$ cat src/rtl/vga_pkg.sv
// Shared constants and state type for the VGA rectangle fill master.
// Optional ack timeout is enabled with VGA_FILL_TIMEOUT_EN.
package vga_pkg;

  localparam int H_RES_DEF = 640;
  localparam int V_RES_DEF = 480;
  localparam logic [31:0] VRAM_BASE = 32'h0000_0000;
  localparam int TIMEOUT = 16;
  localparam int TW = $clog2(TIMEOUT + 1);

  localparam int CW = 10;
  localparam int XW = 11;
  localparam int AW = 32;

  typedef enum logic [1:0] {
    IDLE,
    REQ,
    GAP,
    DONE
  } state_t;

endpackage

$ cat src/rtl/vga_fill_addr_gen.sv
// Raster walker: clipped bounds, x/y counters and running pixel address.
// Timeout option (VGA_FILL_TIMEOUT_EN) lives in the top; none here.
module vga_fill_addr_gen
  import vga_pkg::*;
#(
  parameter int H_RES = H_RES_DEF,
  parameter int V_RES = V_RES_DEF,
  parameter logic [AW-1:0] BASE = VRAM_BASE
) (
  input  logic          clk,
  input  logic          rst_n,
  input  logic          load,
  input  logic          adv,
  input  logic [CW-1:0] x0,
  input  logic [CW-1:0] y0,
  input  logic [CW-1:0] w,
  input  logic [CW-1:0] h,
  output logic          empty,
  output logic          last,
  output logic [AW-1:0] adr
);

  localparam logic [XW-1:0] HX = XW'(H_RES);
  localparam logic [XW-1:0] VX = XW'(V_RES);

  logic [XW-1:0] x_sum;
  logic [XW-1:0] y_sum;
  logic [XW-1:0] x_lim;
  logic [XW-1:0] y_lim;
  logic [XW-1:0] x_q;
  logic [XW-1:0] y_q;
  logic [XW-1:0] xs_q;
  logic [XW-1:0] xe_q;
  logic [XW-1:0] ye_q;
  logic [AW-1:0] row_adr;
  logic [AW-1:0] wrap_adr;
  logic          row_end;

  assign x_sum = {1'b0, x0} + {1'b0, w};
  assign y_sum = {1'b0, y0} + {1'b0, h};
  assign x_lim = (x_sum > HX) ? HX : x_sum;
  assign y_lim = (y_sum > VX) ? VX : y_sum;

  assign empty = (w == '0) || (h == '0) ||
                 ({1'b0, x0} >= HX) ||
                 ({1'b0, y0} >= VX);

  assign row_end = (x_q == xe_q - XW'(1));
  assign last = row_end && (y_q == ye_q - XW'(1));

  assign row_adr = BASE + AW'(y0) * AW'(H_RES) + AW'(x0);

  // From last pixel of a row back to x0 on the next line.
  assign wrap_adr = adr + AW'(H_RES) + AW'(xs_q)
                  - AW'(xe_q) + AW'(1);

  always_ff @(posedge clk) begin
    if (!rst_n) begin
      x_q  <= '0;
      y_q  <= '0;
      xs_q <= '0;
      xe_q <= '0;
      ye_q <= '0;
      adr  <= '0;
    end else if (load) begin
      x_q  <= {1'b0, x0};
      y_q  <= {1'b0, y0};
      xs_q <= {1'b0, x0};
      xe_q <= x_lim;
      ye_q <= y_lim;
      adr  <= row_adr;
    end else if (adv) begin
      if (row_end) begin
        x_q <= xs_q;
        y_q <= y_q + XW'(1);
        adr <= wrap_adr;
      end else begin
        x_q <= x_q + XW'(1);
        adr <= adr + AW'(1);
      end
    end
  end

endmodule

$ cat src/rtl/vga_fill_master.sv
// Wishbone master filling a framebuffer rectangle with one palette index.
// Define VGA_FILL_TIMEOUT_EN to abort a beat whose ack never arrives.
module vga_fill_master
  import vga_pkg::*;
#(
  parameter int H_RES = H_RES_DEF,
  parameter int V_RES = V_RES_DEF
) (
  input  logic          wb_clk_i,
  input  logic          wb_rst_n_i,
  input  logic          start_i,
  input  logic [9:0]    x0_i,
  input  logic [9:0]    y0_i,
  input  logic [9:0]    w_i,
  input  logic [9:0]    h_i,
  input  logic [7:0]    color_i,
  output logic          busy_o,
  output logic          done_o,
  output logic          err_o,
  output logic          wb_cyc_o,
  output logic          wb_stb_o,
  output logic          wb_we_o,
  output logic [31:0]   wb_adr_o,
  output logic [3:0]    wb_sel_o,
  output logic [31:0]   wb_dat_o,
  input  logic          wb_ack_i,
  input  logic [31:0]   wb_dat_i
);

  state_t state;
  logic   empty;
  logic   last;
  logic   load;
  logic   adv;
  logic   unused_dat;

  assign unused_dat = ^wb_dat_i;
  assign wb_sel_o = 4'b0001;
  assign load = (state == IDLE) && start_i;
  assign adv = (state == GAP);

`ifdef VGA_FILL_TIMEOUT_EN
  logic [TW-1:0] tcnt;
  logic          err_q;
  assign err_o = err_q;
`else
  assign err_o = 1'b0;
`endif

  vga_fill_addr_gen #(
    .H_RES (H_RES),
    .V_RES (V_RES),
    .BASE  (VRAM_BASE)
  ) u_addr (
    .clk   (wb_clk_i),
    .rst_n (wb_rst_n_i),
    .load  (load),
    .adv   (adv),
    .x0    (x0_i),
    .y0    (y0_i),
    .w     (w_i),
    .h     (h_i),
    .empty (empty),
    .last  (last),
    .adr   (wb_adr_o)
  );

  always_ff @(posedge wb_clk_i) begin
    if (!wb_rst_n_i) begin
      state    <= IDLE;
      wb_cyc_o <= 1'b0;
      wb_stb_o <= 1'b0;
      wb_we_o  <= 1'b0;
      wb_dat_o <= '0;
      busy_o   <= 1'b0;
      done_o   <= 1'b0;
`ifdef VGA_FILL_TIMEOUT_EN
      tcnt     <= '0;
      err_q    <= 1'b0;
`endif
    end else begin
      done_o <= 1'b0;
      unique case (state)
        IDLE: begin
          if (start_i) begin
            wb_dat_o <= {24'b0, color_i};
`ifdef VGA_FILL_TIMEOUT_EN
            err_q <= 1'b0;
            tcnt  <= '0;
`endif
            if (empty) begin
              state  <= DONE;
              done_o <= 1'b1;
            end else begin
              state    <= REQ;
              busy_o   <= 1'b1;
              wb_cyc_o <= 1'b1;
              wb_stb_o <= 1'b1;
              wb_we_o  <= 1'b1;
            end
          end
        end
        REQ: begin
          if (wb_ack_i) begin
            state    <= GAP;
            wb_cyc_o <= 1'b0;
            wb_stb_o <= 1'b0;
            wb_we_o  <= 1'b0;
          end
`ifdef VGA_FILL_TIMEOUT_EN
          else if (tcnt == TW'(TIMEOUT - 1)) begin
            state    <= DONE;
            wb_cyc_o <= 1'b0;
            wb_stb_o <= 1'b0;
            wb_we_o  <= 1'b0;
            err_q    <= 1'b1;
            busy_o   <= 1'b0;
            done_o   <= 1'b1;
          end else begin
            tcnt <= tcnt + TW'(1);
          end
`endif
        end
        GAP: begin
          // Bus idle this cycle so a registered ack can fall.
          if (last) begin
            state  <= DONE;
            busy_o <= 1'b0;
            done_o <= 1'b1;
          end else begin
            state    <= REQ;
            wb_cyc_o <= 1'b1;
            wb_stb_o <= 1'b1;
            wb_we_o  <= 1'b1;
`ifdef VGA_FILL_TIMEOUT_EN
            tcnt <= '0;
`endif
          end
        end
        DONE: state <= IDLE;
        default: state <= IDLE;
      endcase
    end
  end

endmodule

$ cat config.mk
export PLATFORM = sky130hd
export DESIGN_NAME = vga_fill_master
export DESIGN_NICKNAME = d
export VERILOG_FILES = /design/src/rtl/vga_pkg.sv /design/src/rtl/vga_fill_addr_gen.sv /design/src/rtl/vga_fill_master.sv
export SDC_FILE = /design/constraint.sdc
export NUM_CORES = 1
export LEC_CHECK = 0
export ABC_CLOCK_PERIOD_IN_PS = 4510
export BUFFER_PORTS_ARGS = -buffer_cell sky130_fd_sc_hd__buf_2
export CAP_MARGIN = 40
export CORE_MARGIN = 2
export CORE_UTILIZATION = 40
export DETAILED_ROUTE_END_ITERATION = 8
export PLACE_DENSITY = 0.64
export SYNTH_ARGS = -nofsm -noshare
export SYNTH_HDL_FRONTEND = slang
export SYNTH_SLANG_ARGS = --single-unit
$ cat constraint.sdc
create_clock -name wb_clk_i -period 4.51 [get_ports wb_clk_i]
set_input_delay 0.6765 -clock wb_clk_i [delete_from_list [all_inputs] [get_ports wb_clk_i]]
set_output_delay 0.6765 -clock wb_clk_i [all_outputs]
set_load 0.1 [all_outputs]
==> summary.md, run 1 <==
| Metric | Value |
|---|---|
| Chip width | `about 160 um` |
| Final WL | `27,300 um` |
| Synthesized flop and latch total | `99` |
| Critical Path Start Type | `register` |
| I/O Pins | `158` |
| Sequential fraction of the synthesis area | `0.204` |
| Clock Tree Buf Depth | `2` |
| GRT Residual Overflow | `0` |
| H-Tree Depth | `3` |
| Fin crit period | `between 4000 and 5000 ps` |
| Diode count | `0` |
| Max cap viols | `0` |
| Initial antenna violation count | `0` |
| Largest net degree at the start of global routing | `63` |
| Synth Area per Inst | `7.70 sq um` |
| LEAKAGE | `around 4.7 nW` |
| Rel. slew slack | `0.427` |
| Number of global-route vias before repair | `8,531` |
| Cells after synthesis | `1,262` |
| Filler Cells Inserted | `about 2,500` |
| Status | `complete, no violations` |
| Finished Layout Cells | `1,660` |
| Hold EP | `wb_dat_o[4]` |
| Worst r2r src | `u_addr.xe_q[8]` |
| Synth unique cells | `76` |
| Most common cell in the synthesized netlist | `nand2_1` |
| Hold WS | `457 ps` |
| Placed insts | `1,644` |
| Reg-to-reg slack, setup | `310 ps` |
| Leading area contributor after synthesis | `dfxtp_1` |
| Drt initial violations | `566` |
| WP data required | `4770 ps` |
| Final setup fails | `0` |
| Worst path arrival time | `4450 ps` |
| GPL Wtd Cong | `approximately 0.92` |
| First-pass GRT wire length | `43,800 um` |
| Clk_skew | `8.66 ps` |
| Clock Tree Root | `clkbuf_16` |
| CTS tree | `built` |
| Yosys top cell area share | `0.204` |
| CP max FO | `6` |
| HP Class | `reg -> reg` |
| Routed length per instance | `16.4 um` |
| Gr busiest metal | `met2` |
| Worst r2r dst | `u_addr.adr[31]` |
| Synth area leaders | `dfxtp_1, ha_1, a21oi_1, xnor2_1, nand2_1` |
| Post-layout util | `0.444` |
| Pwr/cell area | `355 mW/mm^2` |
| Vias per cell | `about 5.5` |
| Final Hold Violating Endpoints | `0` |
| Ys flop type | `dfxtp_1` |
| Final setup TNS | `0 ps` |
| Reg clk slew, reported paths | `80 ps` |
| TritonRoute pass-1 iters | `5` |
| Gr usage total | `0.210` |
| Worst Tran Pin Value | `around 860 ps` |
| Chip Height | `160 um` |
| Rows | `57` |
| Grt met1 use | `0.277` |
| Hold depth | `2` |
| Core area | `between 0.02 and 0.025 sq mm` |
| I/O Buffers | `96` |
| Post-Syn Area | `0.00971 sq mm` |
| Residual DRC | `0` |
| Worst-Skew Late Latency | `360 ps` |
| Worst-path cell chain | `inv_1 > fa_1 > fa_1 > ha_1 > nand4_1 > a21oi_1 > nor3_1 > o31ai_1 > a31oi_1 > nor3_1 > mux2_2 > a221o_1` |
| GRT met2 Usage | `0.359` |
| Critical path's slowest cell | `o31ai_1` |
| Period Utilization, post-route | `0.931` |
| Die area | `0.0255 sq mm` |
| Vias | `around 9,000` |
| Initial Util | `0.403` |
| Total clock sinks | `about 100` |
| Share of cells above drive strength 1 | `0.115` |
| DRT antenna net count | `0` |
| Number of buffers created by CTS | `9` |
| Number of synthesized flops with an enable pin | `0` |
| RSZ-0062 raised after global routing | `false` |
| Fin nets | `1,553` |
| Synth cell count leaders | `nand2_1, a21oi_1, ha_1, dfxtp_1, nor2_1` |
| Final instance area | `0.0107 sq mm` |
| Kind of end point of the critical path | `register` |
| Max Slew Vio Count | `0` |
| Crit Path Category | `reg -> reg` |
| M3 GR Usage | `0.0296` |
| Hpwl dp | `20,700 um` |
| Worst Reg2Reg Path Length in Cells | `12` |
| Layout area overhead | `10.1%` |
| Worst vdd ir | `0.000190 V` |
| Peak Freq | `0.238 GHz` |
| Yosys warning count | `0` |
| Post-synth ARST share | `0` |
| Area after DPL | `0.0104 sq mm` |
| Critical Path Max Stage Delay | `500 ps` |
| Hold_sp | `wb_dat_o[4]` |
## flip-flops by register name, indices dropped and copies added (netlist names)
register	cells
u_addr.adr	32
u_addr.x_q	11
wb_dat_o	8
u_addr.xs_q	10
u_addr.ye_q	11
busy_o	1
u_addr.xe_q	11
u_addr.y_q	11
wb_we_o	1
done_o	1
state	2
## where the power goes
part           switching [mW]  internal (mW)  total [mW]
Clock                   0.388          0.383       0.771
Combinational            1.28          0.699        1.98
Sequential              0.107          0.945        1.05
Total                    1.77           2.03        3.80
## cells by family (layout without fill, tap and decap cells)
kind of cell,count (synthesis),count (layout),share of synthesized area
AO/OA/AOI/OAI,361,361,0.230
XOR/XNOR,107,107,0.0965
adder cells (fa/ha/maj),138,138,0.189
buffers and inverters,155,202,0.0736
flip-flops,99,99,0.204
multiplexers,3,3,0.00335
other,2,29,0.000773
AND/OR/NAND/NOR,397,397,0.203
## stage by stage
step	worst slack (ps)	power (mW)
floorplan	68.4	2.63
global placement	340	3.00
detailed placement	282	3.02
CTS	257	3.80
global route	104	4.06
finish	312	3.80
## cell type report
type	count	area, sq um	area share
Multi-Input combinational cell	1035	7130	0.666
Tap cell	324	405	0.0379
Sequential cell	99	1980	0.185
Clock buffer	9	225	0.0211
Clock inverter	7	57.6	0.00538
Timing Repair Buffer	112	621	0.0580
Inverter	74	278	0.0260
## routing by layer
| layer | vias to the layer above | share of wire |
|---|---|---|
| li1 | 4607 | - |
| met1 | 4288 | 0.45 |
| met2 | 276 | 0.47 |
| met3 | 32 | 0.053 |
| met4 | 0 | 0.021 |
| met5 | - | 0 |
## critical path, delay by kind of cell, from the launching register on
kind / cells / cell delay (ps)
simple gates: 3 / 580
compound gates: 4 / 1290
flops: 1 / 410
fa+ha+maj: 3 / 1300
buf+inv: 1 / 140
mux: 1 / 370
## cell usage in the layout, fill, tap and decap left out, types with 19 or more instances in the layout
master	instances
xnor2_1	67
xor2_1	40
a21o_1	28
nor2_1	83
nand2_1	128
inv_1	73
conb_1	29
nand4_1	19
dfxtp_1	99
o21ai_0	81
ha_1	123
nand3_1	42
buf_2	96
a21oi_1	123
a31oi_1	19
nor3_1	40
## how the worst max path moves through the flow
stage | startpoint | to | slack [ps] | cells after the start
floorplan | u_addr.adr[2] | u_addr.adr[22] | 70 | 13
global placement | u_addr.xe_q[0] | u_addr.adr[22] | 340 | 14
detailed placement | u_addr.xe_q[0] | u_addr.adr[22] | 280 | 14
CTS | u_addr.xe_q[2] | u_addr.adr[22] | 260 | 14
global route | u_addr.xe_q[8] | u_addr.adr[31] | 100 | 12
finish | u_addr.xe_q[8] | u_addr.adr[31] | 310 | 12
## repair_timing
item	in CTS	in global routing
endpoints found under the setup margin	0	1
buffers inserted	0	0
resized for setup	0	1
hold buffers	0	0
(Power assumes the default switching activity.)
==> inputs of run 2 (changes only) <==
--- a/config.mk
+++ b/config.mk
@@ -5,13 +5,14 @@
 export SDC_FILE = /design/constraint.sdc
 export NUM_CORES = 1
 export LEC_CHECK = 0
-export ABC_CLOCK_PERIOD_IN_PS = 4510
+export ABC_AREA = 1
+export ABC_CLOCK_PERIOD_IN_PS = 4150
 export BUFFER_PORTS_ARGS = -buffer_cell sky130_fd_sc_hd__buf_2
 export CAP_MARGIN = 40
 export CORE_MARGIN = 2
 export CORE_UTILIZATION = 40
 export DETAILED_ROUTE_END_ITERATION = 8
-export PLACE_DENSITY = 0.64
+export PLACE_DENSITY = 0.63
 export SYNTH_ARGS = -nofsm -noshare
 export SYNTH_HDL_FRONTEND = slang
 export SYNTH_SLANG_ARGS = --single-unit
==> constraint.sdc (replaced) <==
create_clock -name wb_clk_i -period 4.15 [get_ports wb_clk_i]
set_input_delay 0.6225 -clock wb_clk_i [delete_from_list [all_inputs] [get_ports wb_clk_i]]
set_output_delay 0.6225 -clock wb_clk_i [all_outputs]
set_load 0.1 [all_outputs]
==> summary.md, run 2 <==
| Metric | Value |
|---|---|
| Kind of end point of the critical path | `register` |
| Max Slew Vio Count | `0 (unchanged)` |
| Final setup fails | `0 (unchanged)` |
| Die area | `0.0296 sq mm (+16%)` |
| Hpwl dp | `29,300 um (+42%)` |
| Largest family of logic cells by synthesized area | `simple AND/OR/NAND/NOR gates` |
| Gr usage total | `0.249 (+0.0390)` |
| Pwr/cell area | `465 mW/mm^2 (+31%)` |
| Area of the multi-input gates | `0.00808 sq mm (+13%)` |
| Synth unique cells | `52 (-32%)` |
| Fin crit period | `3400 ps (-794 ps)` |
| Reg with most FFs | `u_addr.adr` |
| Setup Fix Bufs, Post-CTS | `0 (unchanged)` |
| Initial antenna violation count | `0 (unchanged)` |
| Area after DPL | `0.0121 sq mm (+16%)` |
| Initial Util | `0.406 (+0.00353)` |
| Compound-cell area share of the yosys netlist | `0.121 (-0.108)` |
| Xor and xnor area share after synthesis | `0.0645 (-0.0320)` |
| Clock Tree Buf Depth | `2 (unchanged)` |
| GPL Wtd Cong | `0.921 (-0.29%)` |
| Clock Tree Root | `clkbuf_16` |
| Share of cells above drive strength 1 | `0.0986 (-0.0160)` |
| Reg-to-reg slack, setup | `750 ps (+430 ps)` |
| Filler Cells Inserted | `2,990 (+18%)` |
| CTS Hold Bufs | `0 (unchanged)` |
| Worst r2r src | `u_addr.xe_q[0]` |
| Fin nets | `2,104 (+35%)` |
| Diode count | `0 (unchanged)` |
| Post-layout util | `0.447 (+0.00308)` |
| Residual DRC | `0 (unchanged)` |
| First-pass GRT wire length | `57,200 um (+30%)` |
| Vias | `11,700 (+27%)` |
| TritonRoute pass-1 iters | `5 (unchanged)` |
| Vias per cell | `5.18 (-6.6%)` |
| Worst vdd ir | `0.000223 V (+18%)` |
| Core area | `0.0278 sq mm (+15%)` |
| Rel. slew slack | `0.408 (-0.0184)` |
| Number of buffers created by CTS | `9 (unchanged)` |
| Chip Height | `172 um (+7.6%)` |
| Critical Path Source | `u_addr.xe_q[0]` |
| Yosys warning count | `0 (unchanged)` |
| Crit Path Category | `reg -> reg` |
| Register area | `0.00198 sq mm (unchanged)` |
| Drt initial violations | `870 (+54%)` |
| Critical Path Start Type | `register` |
| Multiplexer share of the synthesized area | `0 (-0.00335)` |
| CTS tree | `built` |
| GRT Residual Overflow | `0 (unchanged)` |
| Post-Synth Adder-Cell Area | `0.163 (-0.0265)` |
| Simple-gate share of the synthesized area | `0.357 (+0.154)` |
| Most common cell in the synthesized netlist | `nand2_1` |
| Post-synth ARST share | `0 (unchanged)` |
| Final instance area | `0.0124 sq mm (+16%)` |
| Worst path arrival time | `3650 ps (-800 ps)` |
| Max cap viols | `0 (unchanged)` |
| Worst Reg2Reg Path Length in Cells | `15 (+3)` |
| Status | `complete, no violations` |
| Rows | `61 (+7.0%)` |
| CTS resizes | `0 (unchanged)` |
| DRT antenna net count | `0 (unchanged)` |
| Post-Syn Area | `0.0113 sq mm (+16%)` |
| Sequential fraction of the synthesis area | `0.176 (-0.0285)` |
| Final setup TNS | `0 ps (unchanged)` |
| Max reg flops | `32 (unchanged)` |
| Clk_skew | `8.37 ps (-0.282 ps)` |
| Cells after synthesis | `1,792 (+42%)` |
| Largest net degree at the start of global routing | `44 (-30%)` |
| Worst-Skew Late Latency | `360 ps (about the same)` |
| Chip width | `172 um (+7.6%)` |
| Worst Tran Pin Value | `879 ps (+21.4 ps)` |
| Most frequent cells in the layout | `nand2_1, inv_1, nor2_1` |
| Commonest non-fill, non-tap cell in the layout | `nand2_1` |
| Final Hold Violating Endpoints | `0 (unchanged)` |
| Routed length per instance | `16.1 um (-2.1%)` |
| Final WL | `36,400 um (+34%)` |
| I/O Pins | `158 (unchanged)` |
| Hold WS | `463 ps (+6.37 ps)` |
| I/O Buffers | `96 (unchanged)` |
| Leading area contributor after synthesis | `dfxtp_1` |
| Total clock sinks | `99 (unchanged)` |
| Ys flop type | `dfxtp_1` |
| Number of global-route vias before repair | `10,700 (+25%)` |
| Synth Area per Inst | `6.30 sq um (-18%)` |
| Peak Freq | `0.294 GHz (+23%)` |
| Synthesized flop and latch total | `99 (unchanged)` |
| H-Tree Depth | `3 (unchanged)` |
| Yosys top cell area share | `0.176 (-0.0285)` |
| Layout area overhead | `9.93%` |
| Hold depth | `2 (unchanged)` |
| WP data required | `4390 ps (-380 ps)` |
| Synth cell count leaders | `nand2_1, inv_1, nor2_1, nand3_1, ha_1` |
| Worst Setup EP | `u_addr.adr[30]` |
| CP max FO | `10 (+4)` |
| HP Class | `in -> reg` |
| Number of synthesized flops with an enable pin | `0 (unchanged)` |
| LEAKAGE | `6.41 nW (+37%)` |
| Worst r2r dst | `u_addr.adr[30]` |
| Reg clk slew, reported paths | `80 ps (about the same)` |
| Synth area leaders | `dfxtp_1, nand2_1, ha_1, inv_1, nand3_1` |
| Period Utilization, post-route | `0.820 (-0.111)` |
| RSZ-0062 raised after global routing | `false` |
-- run 2: metrics by stage --
step,instances,setup WS [ps],power [mW]
global route,2265,530,6.23
detailed placement,2249,808,4.86
finish,2265,746,5.77
CTS,2265,777,5.74
floorplan,1819,644,4.02
global placement,2249,788,4.84
-- run 2: worst max-delay path: stages (launching register included) --
cell and delay (ps):
dfxtp_1 400, inv_2 140, fa_1 430, fa_1 400
ha_1 280, fa_1 460, nand3_1 110, nand3_1 180
nand3_1 120, nand3b_1 190, nand2_1 130, nand2_1 60
nand2_1 60, nand3_1 140, nand2_1 110, a21oi_1 60
-- run 2: worst min-delay path by stage --
stage                          from  slack (ps)              end
finish                   color_i[7]         460      wb_dat_o[7]
global route             color_i[0]         460      wb_dat_o[0]
CTS                      color_i[0]         450      wb_dat_o[0]
detailed placement  u_addr.ye_q[10]         450  u_addr.ye_q[10]
global placement    u_addr.ye_q[10]         440  u_addr.ye_q[10]
floorplan            u_addr.ye_q[1]         430   u_addr.ye_q[1]
-- run 2: metal layers --
| metal | part of all wire | wire [um] | GRT usage | vias up |
|---|---|---|---|---|
| met3 | 0.063 | 2300 | 0.0304 | 73 |
| met5 | 0 | 0 | 0 | - |
| met2 | 0.44 | 15900 | 0.391 | 379 |
| met1 | 0.46 | 16900 | 0.345 | 5336 |
| met4 | 0.036 | 1330 | 0.103 | 0 |
| li1 | - | - | - | 5940 |
-- run 2: final cells by class --
class                      instances  share of cell area
clock buffer                      10              0.0184
clock inverter                     6             0.00494
inverter                         254              0.0768
multi-input combinational       1402               0.651
sequential                        99               0.160
tap                              378              0.0381
timing repair buffer             116              0.0508
-- run 2: report_power, final --
group,internal (mW),leakage [nW],switching [mW]
Combinational,1.11,5.46,2.58
Sequential,1.06,0.812,0.152
Clock,0.422,0.138,0.445
-- run 2: cell families (layout without fill, tap and decap cells) --
family,after synthesis,in the layout
AND/OR/NAND/NOR,910,910
buffers and inverters,318,386
AO/OA/AOI/OAI,245,245
adder cells (fa/ha/maj),138,138
flip-flops,99,99
XOR/XNOR,80,80
other,2,29
